## src/rtl/pipe_ctrl_pkg.sv

```systemverilog
// pipe_ctrl_pkg: shared stage indices, FSM state type and stall/flush vector
// constants for the 5-stage pipeline controller.
package pipe_ctrl_pkg;

  localparam int unsigned NUM_STG = 5;

  // Pipeline register indices within stall/flush vectors
  localparam int unsigned STG_PC     = 0;
  localparam int unsigned STG_IFID   = 1;
  localparam int unsigned STG_IDEXE  = 2;
  localparam int unsigned STG_EXEMEM = 3;
  localparam int unsigned STG_MEMWB  = 4;

  typedef logic [NUM_STG-1:0] stg_vec_t;

  typedef enum logic [1:0] {
    PC_RUN    = 2'd0,
    PC_BUSY   = 2'd1,
    PC_DRAIN  = 2'd2,
    PC_HALTED = 2'd3
  } pc_state_e;

  // One-hot vector selecting a single pipeline register
  function automatic stg_vec_t stg_bit(input int unsigned idx);
    stg_bit = stg_vec_t'(1) << idx;
  endfunction

  localparam stg_vec_t STALL_NONE  = '0;
  localparam stg_vec_t STALL_BUSY  = stg_bit(STG_PC) | stg_bit(STG_IFID) | stg_bit(STG_IDEXE);
  localparam stg_vec_t STALL_LOAD  = stg_bit(STG_PC) | stg_bit(STG_IFID);
  localparam stg_vec_t STALL_HALT  = stg_bit(STG_PC);

  localparam stg_vec_t FLUSH_NONE  = '0;
  localparam stg_vec_t FLUSH_BUSY  = stg_bit(STG_EXEMEM);
  localparam stg_vec_t FLUSH_LOAD  = stg_bit(STG_IDEXE);
  localparam stg_vec_t FLUSH_JUMP  = stg_bit(STG_IFID) | stg_bit(STG_IDEXE);
  localparam stg_vec_t FLUSH_HALT  = stg_bit(STG_IFID);
  // The PC has no NOP form, so bit 0 is never a flush
  localparam stg_vec_t FLUSH_RESET = stg_bit(STG_IFID) | stg_bit(STG_IDEXE) |
                                     stg_bit(STG_EXEMEM) | stg_bit(STG_MEMWB);

endpackage

```

## src/rtl/pipe_ctrl_if.sv

```systemverilog
// pipe_ctrl_if: hazard requests into the controller and stall/flush/redirect
// controls back to the pipeline. The controller uses the slave modport; the
// pipeline (or a bench) drives through the master modport.
interface pipe_ctrl_if #(
  parameter int unsigned ADDR_WIDTH = 32,
  parameter int unsigned CNT_WIDTH  = 32
) ();
  import pipe_ctrl_pkg::*;

  logic                  stallreq_id_i;
  logic                  exe_busy_i;
  logic                  jump_i;
  logic [ADDR_WIDTH-1:0] jump_addr_i;
  logic                  halt_req_i;

  stg_vec_t              stall_o;
  stg_vec_t              flush_o;
  logic                  redirect_o;
  logic [ADDR_WIDTH-1:0] redirect_pc_o;
  logic                  halted_o;
  logic                  timeout_o;
  logic [CNT_WIDTH-1:0]  stall_cnt_o;
  logic [CNT_WIDTH-1:0]  flush_cnt_o;

  modport master (
    output stallreq_id_i, exe_busy_i, jump_i, jump_addr_i, halt_req_i,
    input  stall_o, flush_o, redirect_o, redirect_pc_o, halted_o, timeout_o,
           stall_cnt_o, flush_cnt_o
  );

  modport slave (
    input  stallreq_id_i, exe_busy_i, jump_i, jump_addr_i, halt_req_i,
    output stall_o, flush_o, redirect_o, redirect_pc_o, halted_o, timeout_o,
           stall_cnt_o, flush_cnt_o
  );

endinterface

```

## src/rtl/pipe_ctrl_perf.sv

```systemverilog
// pipe_ctrl_perf: saturating stall-cycle and redirect counters for the
// pipeline controller (instantiated only when PIPE_CTRL_PERF_EN is defined).
module pipe_ctrl_perf #(
  parameter int unsigned CNT_WIDTH = 32
) (
  input  logic                 clk_i,
  input  logic                 rst_n_i,
  input  logic                 stall_inc_i,
  input  logic                 flush_inc_i,
  output logic [CNT_WIDTH-1:0] stall_cnt_o,
  output logic [CNT_WIDTH-1:0] flush_cnt_o
);

  logic [CNT_WIDTH-1:0] stall_cnt_q, stall_cnt_d;
  logic [CNT_WIDTH-1:0] flush_cnt_q, flush_cnt_d;

  // Increment on request, holding at all-ones once reached
  always_comb begin
    stall_cnt_d = stall_cnt_q;
    flush_cnt_d = flush_cnt_q;
    if (stall_inc_i && (stall_cnt_q != '1)) stall_cnt_d = stall_cnt_q + 1'b1;
    if (flush_inc_i && (flush_cnt_q != '1)) flush_cnt_d = flush_cnt_q + 1'b1;
  end

  // Counter registers
  always_ff @(posedge clk_i or negedge rst_n_i) begin
    if (!rst_n_i) begin
      stall_cnt_q <= '0;
      flush_cnt_q <= '0;
    end else begin
      stall_cnt_q <= stall_cnt_d;
      flush_cnt_q <= flush_cnt_d;
    end
  end

  assign stall_cnt_o = stall_cnt_q;
  assign flush_cnt_o = flush_cnt_q;

endmodule

```

## src/rtl/pipe_ctrl.sv

```systemverilog
// pipe_ctrl: stall/flush/redirect controller for the 5-stage RV32I pipeline.
// Merges load-use, EXE busy, EXE redirect and debug halt into per-register
// stall/flush vectors; owns the halt/drain FSM and the EXE busy watchdog.
// Optional PIPE_CTRL_PERF_EN adds saturating stall/redirect counters;
// without it stall_cnt_o/flush_cnt_o read 0.
module pipe_ctrl
  import pipe_ctrl_pkg::*;
#(
  parameter int unsigned ADDR_WIDTH   = 32,
  parameter int unsigned DRAIN_CYCLES = 4,
  parameter int unsigned BUSY_TIMEOUT = 64,
  parameter int unsigned CNT_WIDTH    = 32
) (
  input  logic       clk_i,
  input  logic       rst_n_i,
  pipe_ctrl_if.slave bus
);

  localparam int unsigned BCW = (BUSY_TIMEOUT > 2) ? $clog2(BUSY_TIMEOUT) : 1;
  localparam int unsigned DCW = (DRAIN_CYCLES > 2) ? $clog2(DRAIN_CYCLES) : 1;
  localparam logic [BCW-1:0] BUSY_LAST  = BCW'(BUSY_TIMEOUT - 1);
  localparam logic [DCW-1:0] DRAIN_LAST = DCW'(DRAIN_CYCLES - 1);

  pc_state_e             state_q, state_d;
  logic [BCW-1:0]        busy_cnt_q, busy_cnt_d;
  logic [DCW-1:0]        drain_cnt_q, drain_cnt_d;
  logic                  origin_drain_q, origin_drain_d;
  logic                  mask_q, mask_d;
  logic                  timeout_q, timeout_d;

  logic                  busy_eff;
  stg_vec_t              stall, flush;
  logic                  redirect;
  logic [ADDR_WIDTH-1:0] redirect_pc;
  logic [CNT_WIDTH-1:0]  stall_cnt, flush_cnt;

  // After a watchdog trip a stuck busy is ignored until it is seen low once
  assign busy_eff = bus.exe_busy_i && !mask_q;

  // Per-cycle stall/flush/redirect outputs and FSM next state
  always_comb begin
    state_d        = state_q;
    busy_cnt_d     = busy_cnt_q;
    drain_cnt_d    = drain_cnt_q;
    origin_drain_d = origin_drain_q;
    timeout_d      = timeout_q;
    mask_d         = mask_q && bus.exe_busy_i;
    stall          = STALL_NONE;
    flush          = FLUSH_NONE;
    redirect       = 1'b0;
    redirect_pc    = '0;

    if (state_q == PC_HALTED) begin
      stall = STALL_HALT;
      flush = FLUSH_HALT;
    end else if (busy_eff) begin
      // EXE keeps any pending jump until it is no longer busy
      stall = STALL_BUSY;
      flush = FLUSH_BUSY;
    end else begin
      if (bus.jump_i) begin
        flush       = FLUSH_JUMP;
        redirect    = 1'b1;
        redirect_pc = bus.jump_addr_i;
      end else if (bus.stallreq_id_i) begin
        stall = STALL_LOAD;
        flush = FLUSH_LOAD;
      end
      // Draining: freeze the PC and keep bubbling fetch; a redirect still
      // wins so the PC ends up holding the resume point
      if (state_q == PC_DRAIN) begin
        stall = stall | stg_bit(STG_PC);
        flush = flush | stg_bit(STG_IFID);
      end
    end

    case (state_q)
      PC_RUN: begin
        if (busy_eff) begin
          state_d        = PC_BUSY;
          busy_cnt_d     = BCW'(1);
          origin_drain_d = 1'b0;
        end else if (bus.halt_req_i) begin
          state_d     = PC_DRAIN;
          drain_cnt_d = '0;
        end
      end
      PC_BUSY: begin
        if (!busy_eff) begin
          state_d    = origin_drain_q ? PC_DRAIN : PC_RUN;
          busy_cnt_d = '0;
        end else if (busy_cnt_q == BUSY_LAST) begin
          state_d    = origin_drain_q ? PC_DRAIN : PC_RUN;
          busy_cnt_d = '0;
          timeout_d  = 1'b1;
          mask_d     = 1'b1;
        end else begin
          busy_cnt_d = busy_cnt_q + 1'b1;
        end
      end
      PC_DRAIN: begin
        // Drain count stays frozen across the BUSY excursion
        if (busy_eff) begin
          state_d        = PC_BUSY;
          busy_cnt_d     = BCW'(1);
          origin_drain_d = bus.halt_req_i;
          if (!bus.halt_req_i) drain_cnt_d = '0;
        end else if (!bus.halt_req_i) begin
          state_d     = PC_RUN;
          drain_cnt_d = '0;
        end else if (drain_cnt_q == DRAIN_LAST) begin
          state_d = PC_HALTED;
        end else begin
          drain_cnt_d = drain_cnt_q + 1'b1;
        end
      end
      PC_HALTED: begin
        if (!bus.halt_req_i) begin
          state_d     = PC_RUN;
          drain_cnt_d = '0;
        end
      end
      default: state_d = PC_RUN;
    endcase

    if (!rst_n_i) begin
      stall       = STALL_NONE;
      flush       = FLUSH_RESET;
      redirect    = 1'b0;
      redirect_pc = '0;
    end
  end

  // State, counters and sticky watchdog flag
  always_ff @(posedge clk_i or negedge rst_n_i) begin
    if (!rst_n_i) begin
      state_q        <= PC_RUN;
      busy_cnt_q     <= '0;
      drain_cnt_q    <= '0;
      origin_drain_q <= 1'b0;
      mask_q         <= 1'b0;
      timeout_q      <= 1'b0;
    end else begin
      state_q        <= state_d;
      busy_cnt_q     <= busy_cnt_d;
      drain_cnt_q    <= drain_cnt_d;
      origin_drain_q <= origin_drain_d;
      mask_q         <= mask_d;
      timeout_q      <= timeout_d;
    end
  end

`ifdef PIPE_CTRL_PERF_EN
  pipe_ctrl_perf #(
    .CNT_WIDTH (CNT_WIDTH)
  ) u_perf (
    .clk_i       (clk_i),
    .rst_n_i     (rst_n_i),
    .stall_inc_i (stall[STG_PC]),
    .flush_inc_i (redirect),
    .stall_cnt_o (stall_cnt),
    .flush_cnt_o (flush_cnt)
  );
`else
  assign stall_cnt = '0;
  assign flush_cnt = '0;
`endif

  assign bus.stall_o       = stall;
  assign bus.flush_o       = flush;
  assign bus.redirect_o    = redirect;
  assign bus.redirect_pc_o = redirect_pc;
  assign bus.halted_o      = (state_q == PC_HALTED);
  assign bus.timeout_o     = timeout_q;
  assign bus.stall_cnt_o   = stall_cnt;
  assign bus.flush_cnt_o   = flush_cnt;

endmodule

```

## src/flat_wrapper.sv

```systemverilog
// flat-port wrapper written by rule: the top's interface ports become plain ports
module pipe_ctrl_flat import pipe_ctrl_pkg::*;
#(
  parameter int unsigned ADDR_WIDTH   = 32,
  parameter int unsigned DRAIN_CYCLES = 4,
  parameter int unsigned BUSY_TIMEOUT = 64,
  parameter int unsigned CNT_WIDTH    = 32
)
  (clk_i, rst_n_i, bus_stallreq_id_i, bus_exe_busy_i, bus_jump_i, bus_jump_addr_i, bus_halt_req_i, bus_stall_o, bus_flush_o, bus_redirect_o, bus_redirect_pc_o, bus_halted_o, bus_timeout_o, bus_stall_cnt_o, bus_flush_cnt_o);
  pipe_ctrl_if #(.ADDR_WIDTH(ADDR_WIDTH), .CNT_WIDTH(CNT_WIDTH)) bus_i ();
  input  logic clk_i;
  input  logic rst_n_i;
  input wire logic [$bits(bus_i.stallreq_id_i)-1:0] bus_stallreq_id_i;
  input wire logic [$bits(bus_i.exe_busy_i)-1:0] bus_exe_busy_i;
  input wire logic [$bits(bus_i.jump_i)-1:0] bus_jump_i;
  input wire logic [$bits(bus_i.jump_addr_i)-1:0] bus_jump_addr_i;
  input wire logic [$bits(bus_i.halt_req_i)-1:0] bus_halt_req_i;
  output wire logic [$bits(bus_i.stall_o)-1:0] bus_stall_o;
  output wire logic [$bits(bus_i.flush_o)-1:0] bus_flush_o;
  output wire logic [$bits(bus_i.redirect_o)-1:0] bus_redirect_o;
  output wire logic [$bits(bus_i.redirect_pc_o)-1:0] bus_redirect_pc_o;
  output wire logic [$bits(bus_i.halted_o)-1:0] bus_halted_o;
  output wire logic [$bits(bus_i.timeout_o)-1:0] bus_timeout_o;
  output wire logic [$bits(bus_i.stall_cnt_o)-1:0] bus_stall_cnt_o;
  output wire logic [$bits(bus_i.flush_cnt_o)-1:0] bus_flush_cnt_o;
  assign bus_i.stallreq_id_i = bus_stallreq_id_i;
  assign bus_i.exe_busy_i = bus_exe_busy_i;
  assign bus_i.jump_i = bus_jump_i;
  assign bus_i.jump_addr_i = bus_jump_addr_i;
  assign bus_i.halt_req_i = bus_halt_req_i;
  assign bus_stall_o = bus_i.stall_o;
  assign bus_flush_o = bus_i.flush_o;
  assign bus_redirect_o = bus_i.redirect_o;
  assign bus_redirect_pc_o = bus_i.redirect_pc_o;
  assign bus_halted_o = bus_i.halted_o;
  assign bus_timeout_o = bus_i.timeout_o;
  assign bus_stall_cnt_o = bus_i.stall_cnt_o;
  assign bus_flush_cnt_o = bus_i.flush_cnt_o;
  pipe_ctrl #(.ADDR_WIDTH(ADDR_WIDTH), .DRAIN_CYCLES(DRAIN_CYCLES), .BUSY_TIMEOUT(BUSY_TIMEOUT), .CNT_WIDTH(CNT_WIDTH)) u_core (.clk_i(clk_i), .rst_n_i(rst_n_i), .bus(bus_i));
endmodule
```

## config.mk

```make
export PLATFORM = sky130hd
export DESIGN_NAME = pipe_ctrl_flat
export DESIGN_NICKNAME = d
export VERILOG_FILES = /design/src/rtl/pipe_ctrl_pkg.sv /design/src/rtl/pipe_ctrl_if.sv /design/src/rtl/pipe_ctrl_perf.sv /design/src/rtl/pipe_ctrl.sv /design/src/flat_wrapper.sv
export SDC_FILE = /design/constraint.sdc
export NUM_CORES = 1
export LEC_CHECK = 0
export BUFFER_PORTS_ARGS = -buffer_cell sky130_fd_sc_hd__buf_2
export CAP_MARGIN = 20
export CORE_UTILIZATION = 40
export DETAILED_ROUTE_END_ITERATION = 16
export PLACE_DENSITY = 0.89
export SLEW_MARGIN = 20
export SYNTH_ARGS = -nofsm -noshare
export SYNTH_HDL_FRONTEND = slang
export SYNTH_HIERARCHICAL = 1
export SYNTH_SLANG_ARGS = --single-unit
```

## constraint.sdc

```tcl
create_clock -name clk_i -period 3.6 [get_ports clk_i]
set_clock_uncertainty 0.05 [all_clocks]
set_input_delay 0.72 -clock clk_i [delete_from_list [all_inputs] [get_ports clk_i]]
set_output_delay 0.72 -clock clk_i [all_outputs]
set_load 0.01 [all_outputs]
```

### Yosys cells after proc, flatten, opt, wreduce, memory -nomap -nowiden

Cells that the tools add are included.

* register bits after elaboration: 13
* memory bits (writable): 0
* output and inout bits: 109
* logic and storage cells: 83
* memory bits (read-only): 0
* memories kept: 0
* bits in latches: 0

* eq/ne operators: 15
* multipliers: 0
* divide/modulo/power cells: 0
* multiplexer cells: 47
* bitwise operators: 0
* $add $sub $neg: 2
* reduce and logical (&&, ||, !) cells: 13
* shifts and indexed selects: 0
* $lt $le $gt $ge: 0

Operators with widths (number)
* $mux 32: 4
* $mux 2: 18
* $mux 5: 6
* $mux 6: 3
* $pmux 6 s2: 1
* $mux 1: 10
* $ne 4x3->1 const B: 2
* $pmux 2 s4: 1
* $reduce_and 4->1: 2
* $add 6x1->6 const B: 1
* $eq 2x2->1 const B: 3
* $eq 6x6->1 const B: 1
* $mux 3: 2
* $ne 2x1->1 const B: 3
* $ne 2x2->1 const B: 3
* $pmux 2 s3: 1
* $reduce_and 3->1: 2
* $reduce_bool 2->1: 2
* $ne 3x2->1 const B: 1
* $ne 3x3->1 const B: 1
* $reduce_bool 3->1: 1
* $add 2x1->2 const B: 1
* $eq 2x1->1 const B: 1
* $logic_and 1x1->1: 2
* other kinds (5): 5

### Longest topological paths before layout

* word-level depth: 6
* mapped depth: 6

### Least setup slack after synthesis

OpenSTA, ideal clock, no wires.

* path kind: input-to-output
* start: input port bus_exe_busy_i
* end: output port bus_flush_o[2]
* cell stages on the path: 5
* setup slack: 1150 ps
* arrival: 1680 ps
* path through: nand2b_1 > clkbuf_1 > buf_2 > o21ai_0 > o21ai_0

* cells in the longest elaborated chain, start to end: 4

RTL lines
* from (decl): line flat_wrapper.sv:14 `input wire logic [$bits(bus_i.exe_busy_i)-1:0] bus_exe_busy_i;`
* $logic_and 1x1->1: line pipe_ctrl.sv:38 `assign busy_eff = bus.exe_busy_i && !mask_q;`
* $mux 5: line pipe_ctrl.sv:56 `end else if (busy_eff) begin`
* $mux 5: line pipe_ctrl.sv:53 `if (state_q == PC_HALTED) begin`
* $mux 5: line pipe_ctrl.sv:126 `if (!rst_n_i) begin`
* to (decl): line flat_wrapper.sv:19 `output wire logic [$bits(bus_i.flush_o)-1:0] bus_flush_o;`

No other way between the ends.

### Worst setup path after layout

* start: register u_core.state_q[0]
* end: output port bus_redirect_pc_o[18]

* cells in the longest elaborated chain, start to end: 3

RTL lines
* from (decl): line pipe_ctrl.sv:24 `pc_state_e state_q, state_d;`
* from (signal assigned): line pipe_ctrl.sv:144 `state_q <= state_d;`
* $eq 2x2->1: line pipe_ctrl.sv:53
* $mux 32: line pipe_ctrl.sv:53
* $mux 32: line pipe_ctrl.sv:126
* to (decl): line flat_wrapper.sv:21 `output wire logic [$bits(bus_i.redirect_pc_o)-1:0] bus_redirect_pc_o;`

No other way between the ends.

==> run metrics <==
Layout Nets=316; most common cell after layout, fill and taps aside=buf_2; vias in the first global route=1141; reported max-cap violation count=0; Sink Count=13; die area=0.00412 sq mm; Port Buffers=79; pwr dens=264 mW/mm^2; largest net degree at the start of global routing=34; post-place setup slack=0.868 ns; chip width=64.2 um; CP most frequent cell=and2_1; hpwl dp=2850 um; fmax=0.343 GHz; post-CTS resize count=0; DRC Markers=0; GRT overflow=0; reg2reg end=u_core/busy_cnt_q[3]; TritonCTS clock tree=built; total CTS buffers=3; Post-Syn Area per Cell=7.69 sq um; sw power=170 uW; area leader, netlist=buf_4; setup bufs post-CTS=0; leakage power=0.00105 uW; Root Buffer=clkbuf_8; final setup vio count=0; Seq pwr share=39.1%; P&R area growth vs syn=13.6%; Critical Path RT=2.83 ns; Reg clk slew, reported paths=0.06 ns; CP peak stage delay=0.78 ns; source of the critical timing path=u_core/state_q[0]; Hold WC Path Type=in2async; maximum vdd ir drop=212 uV; routed len/inst=11.1 um; WS Path Type=reg2out; Seq/Total Area, Yosys=21.1%; Clock Power Share=29.1%; Startpoint Class=flop; DR pass1 iterations=4; Avg Vias per Cell=4.34; worst-path maximum fanout=33; combinational share of power=31.7%; Synth Cell Area=0.00155 sq mm; detailed-route via count=1401; Switching Fraction=36.8%; worst setup margin=0.682 ns; layout cells sized above 1=31.6%; number of DRC markers in iteration 0=35; commonest non-fill, non-tap cells in the layout=buf_2, conb_1, and2_1, dfrtp_1, nor2_1; Core Area=0.00369 sq mm; Rows=22; share of the synthesized area in the top cell type=32.6%; Worst slew margin=54.0%; WP data arrival=2.15 ns; initial antenna violation count=0; r2r setup slk=1.69 ns; DRT antenna net count=0; Cells after Synth=201; GRT Util Overall=16.3%; TNS Setup=0 ns; max-slew violations=0; fin crit share=81.1%; Worst Setup EP=bus_redirect_pc_o[18]; Worst Reg-to-Reg Cells=5; initial core utilization=41.9%; top_reg_cell synth=dfrtp_1; CTS max path bufs=2; status=complete, no violations; reg2reg start=u_core/busy_cnt_q[0]; post-synthesis register bit count=13; Synth area leaders=buf_4, dfrtp_1, and2_1; count of cell types in the netlist=38; synth warn=6; hold_buf cts=0; fin crit period=2.92 ns; antenna cells=0; Post-synth EDFFs=0; I/O pin total=147; CP cell instances=and2_1 -> nand2b_1 -> nor2_1 -> buf_4 -> and2_1 -> buf_2; Setup crit end kind=output port; first-pass GRT wire length=5240 um; Die Ht=64.2 um; placer's final routability congestion estimate=0.812; H-tree depth=1; Least-Margin Pin Slew=0.690 ns; P_int=293 uW; RSZ-0062 raised after global routing=no; clk_lat worst skew=0.24 ns; CP max stage cell=dfrtp_1; share of flip-flops with an asynchronous set or reset=100%; final WL=3600 um; Final Hold Fails=0
[power groups by stage]
| stage | Combinational, uW | Sequential, uW | Clock (uW) |
|---|---|---|---|
| finish | 147 | 181 | 135 |
| global route | 164 | 185 | 141 |
| CTS | 147 | 181 | 134 |
| detailed placement | 146 | 184 | 0 |
| global placement | 143 | 183 | 0 |
| floorplan | 156 | 172 | 0 |
[how the worst min path moves through the flow]
stage                                 end  slack (ns)                  from  cells after the start
finish              u_core/drain_cnt_q[0]        0.33               rst_n_i                      1
global placement     u_core/bus.timeout_o        0.40  u_core/bus.timeout_o                      1
detailed placement   u_core/bus.timeout_o        0.41  u_core/bus.timeout_o                      1
global route        u_core/drain_cnt_q[0]        0.36               rst_n_i                      1
floorplan            u_core/bus.timeout_o        0.37               rst_n_i                      0
CTS                 u_core/drain_cnt_q[0]        0.34               rst_n_i                      1
[cell type report]
class | count | area [sq um]
Clock buffer | 4 | 45.0
Tap cell | 48 | 60.1
Multi-Input combinational cell | 174 | 903
Sequential cell | 13 | 325
Timing Repair Buffer | 81 | 410
Inverter | 3 | 11.3
Fill cell | 387 | 1930
[flip-flops by register name (all words and copies together), names as in the netlist]
signal                 count
u_core/bus.timeout_o       1
u_core/busy_cnt_q          6
u_core/drain_cnt_q         2
u_core/mask_q              1
u_core/origin_drain_q      1
u_core/state_q             2
[Yosys cell counts (2+ instances only)]
master / count
buf_4: 67
and2_1: 33
dfrtp_1: 13
nor2_1: 11
o21ai_0: 10
nand2_1: 8
nand3_1: 6
clkbuf_1: 4
a21oi_1: 3
and3_1: 3
inv_1: 3
nand2b_1: 3
nor2b_1: 3
o211ai_1: 3
a2bb2oi_1: 2
a31oi_1: 2
buf_2: 2
clkbuf_2: 2
ha_1: 2
nand3b_1: 2
or4_1: 2
[routing by layer]
layer | track usage, % | routed length, um | vias to the layer above
li1 | - | - | 679
met1 | 16.9 | 1310 | 643
met5 | 0 | 0 | -
met3 | 2.86 | 275 | 4
met4 | 3.33 | 10 | 0
met2 | 33.4 | 2000 | 75
[worst max-delay path, delay by kind of cell (launching register included)]
kind | cells | cell delay, ns
flops | 1 | 0.78
buf+inv | 2 | 0.34
simple gates | 4 | 0.77
[through the flow]
step           hold slack (ns)  instances  total power, uW  instance area [sq um]  util, %
5_1_grt                  0.363        323              490                   1760     47.6
6_report                 0.333        323              464                   1760     47.6
3_3_place_gp             0.401        319              325                   1710     46.4
3_5_place_dp             0.410        319              330                   1710     46.4
2_1_floorplan            0.374        267              329                   1790        -
4_1_cts                  0.344        323              463                   1760     47.6
[kinds of logic after synthesis]
| logic type | after synthesis | synth area share [%] |
|---|---|---|
| buf+inv | 80 | 36.5 |
| simple gates | 75 | 27.3 |
| compound gates | 29 | 12.6 |
| flops | 13 | 21.1 |
| fa+ha+maj | 2 | 1.62 |
| mux | 1 | 0.648 |
| other cells | 1 | 0.243 |
No activity file was read; power rests on OpenSTA's default activity.
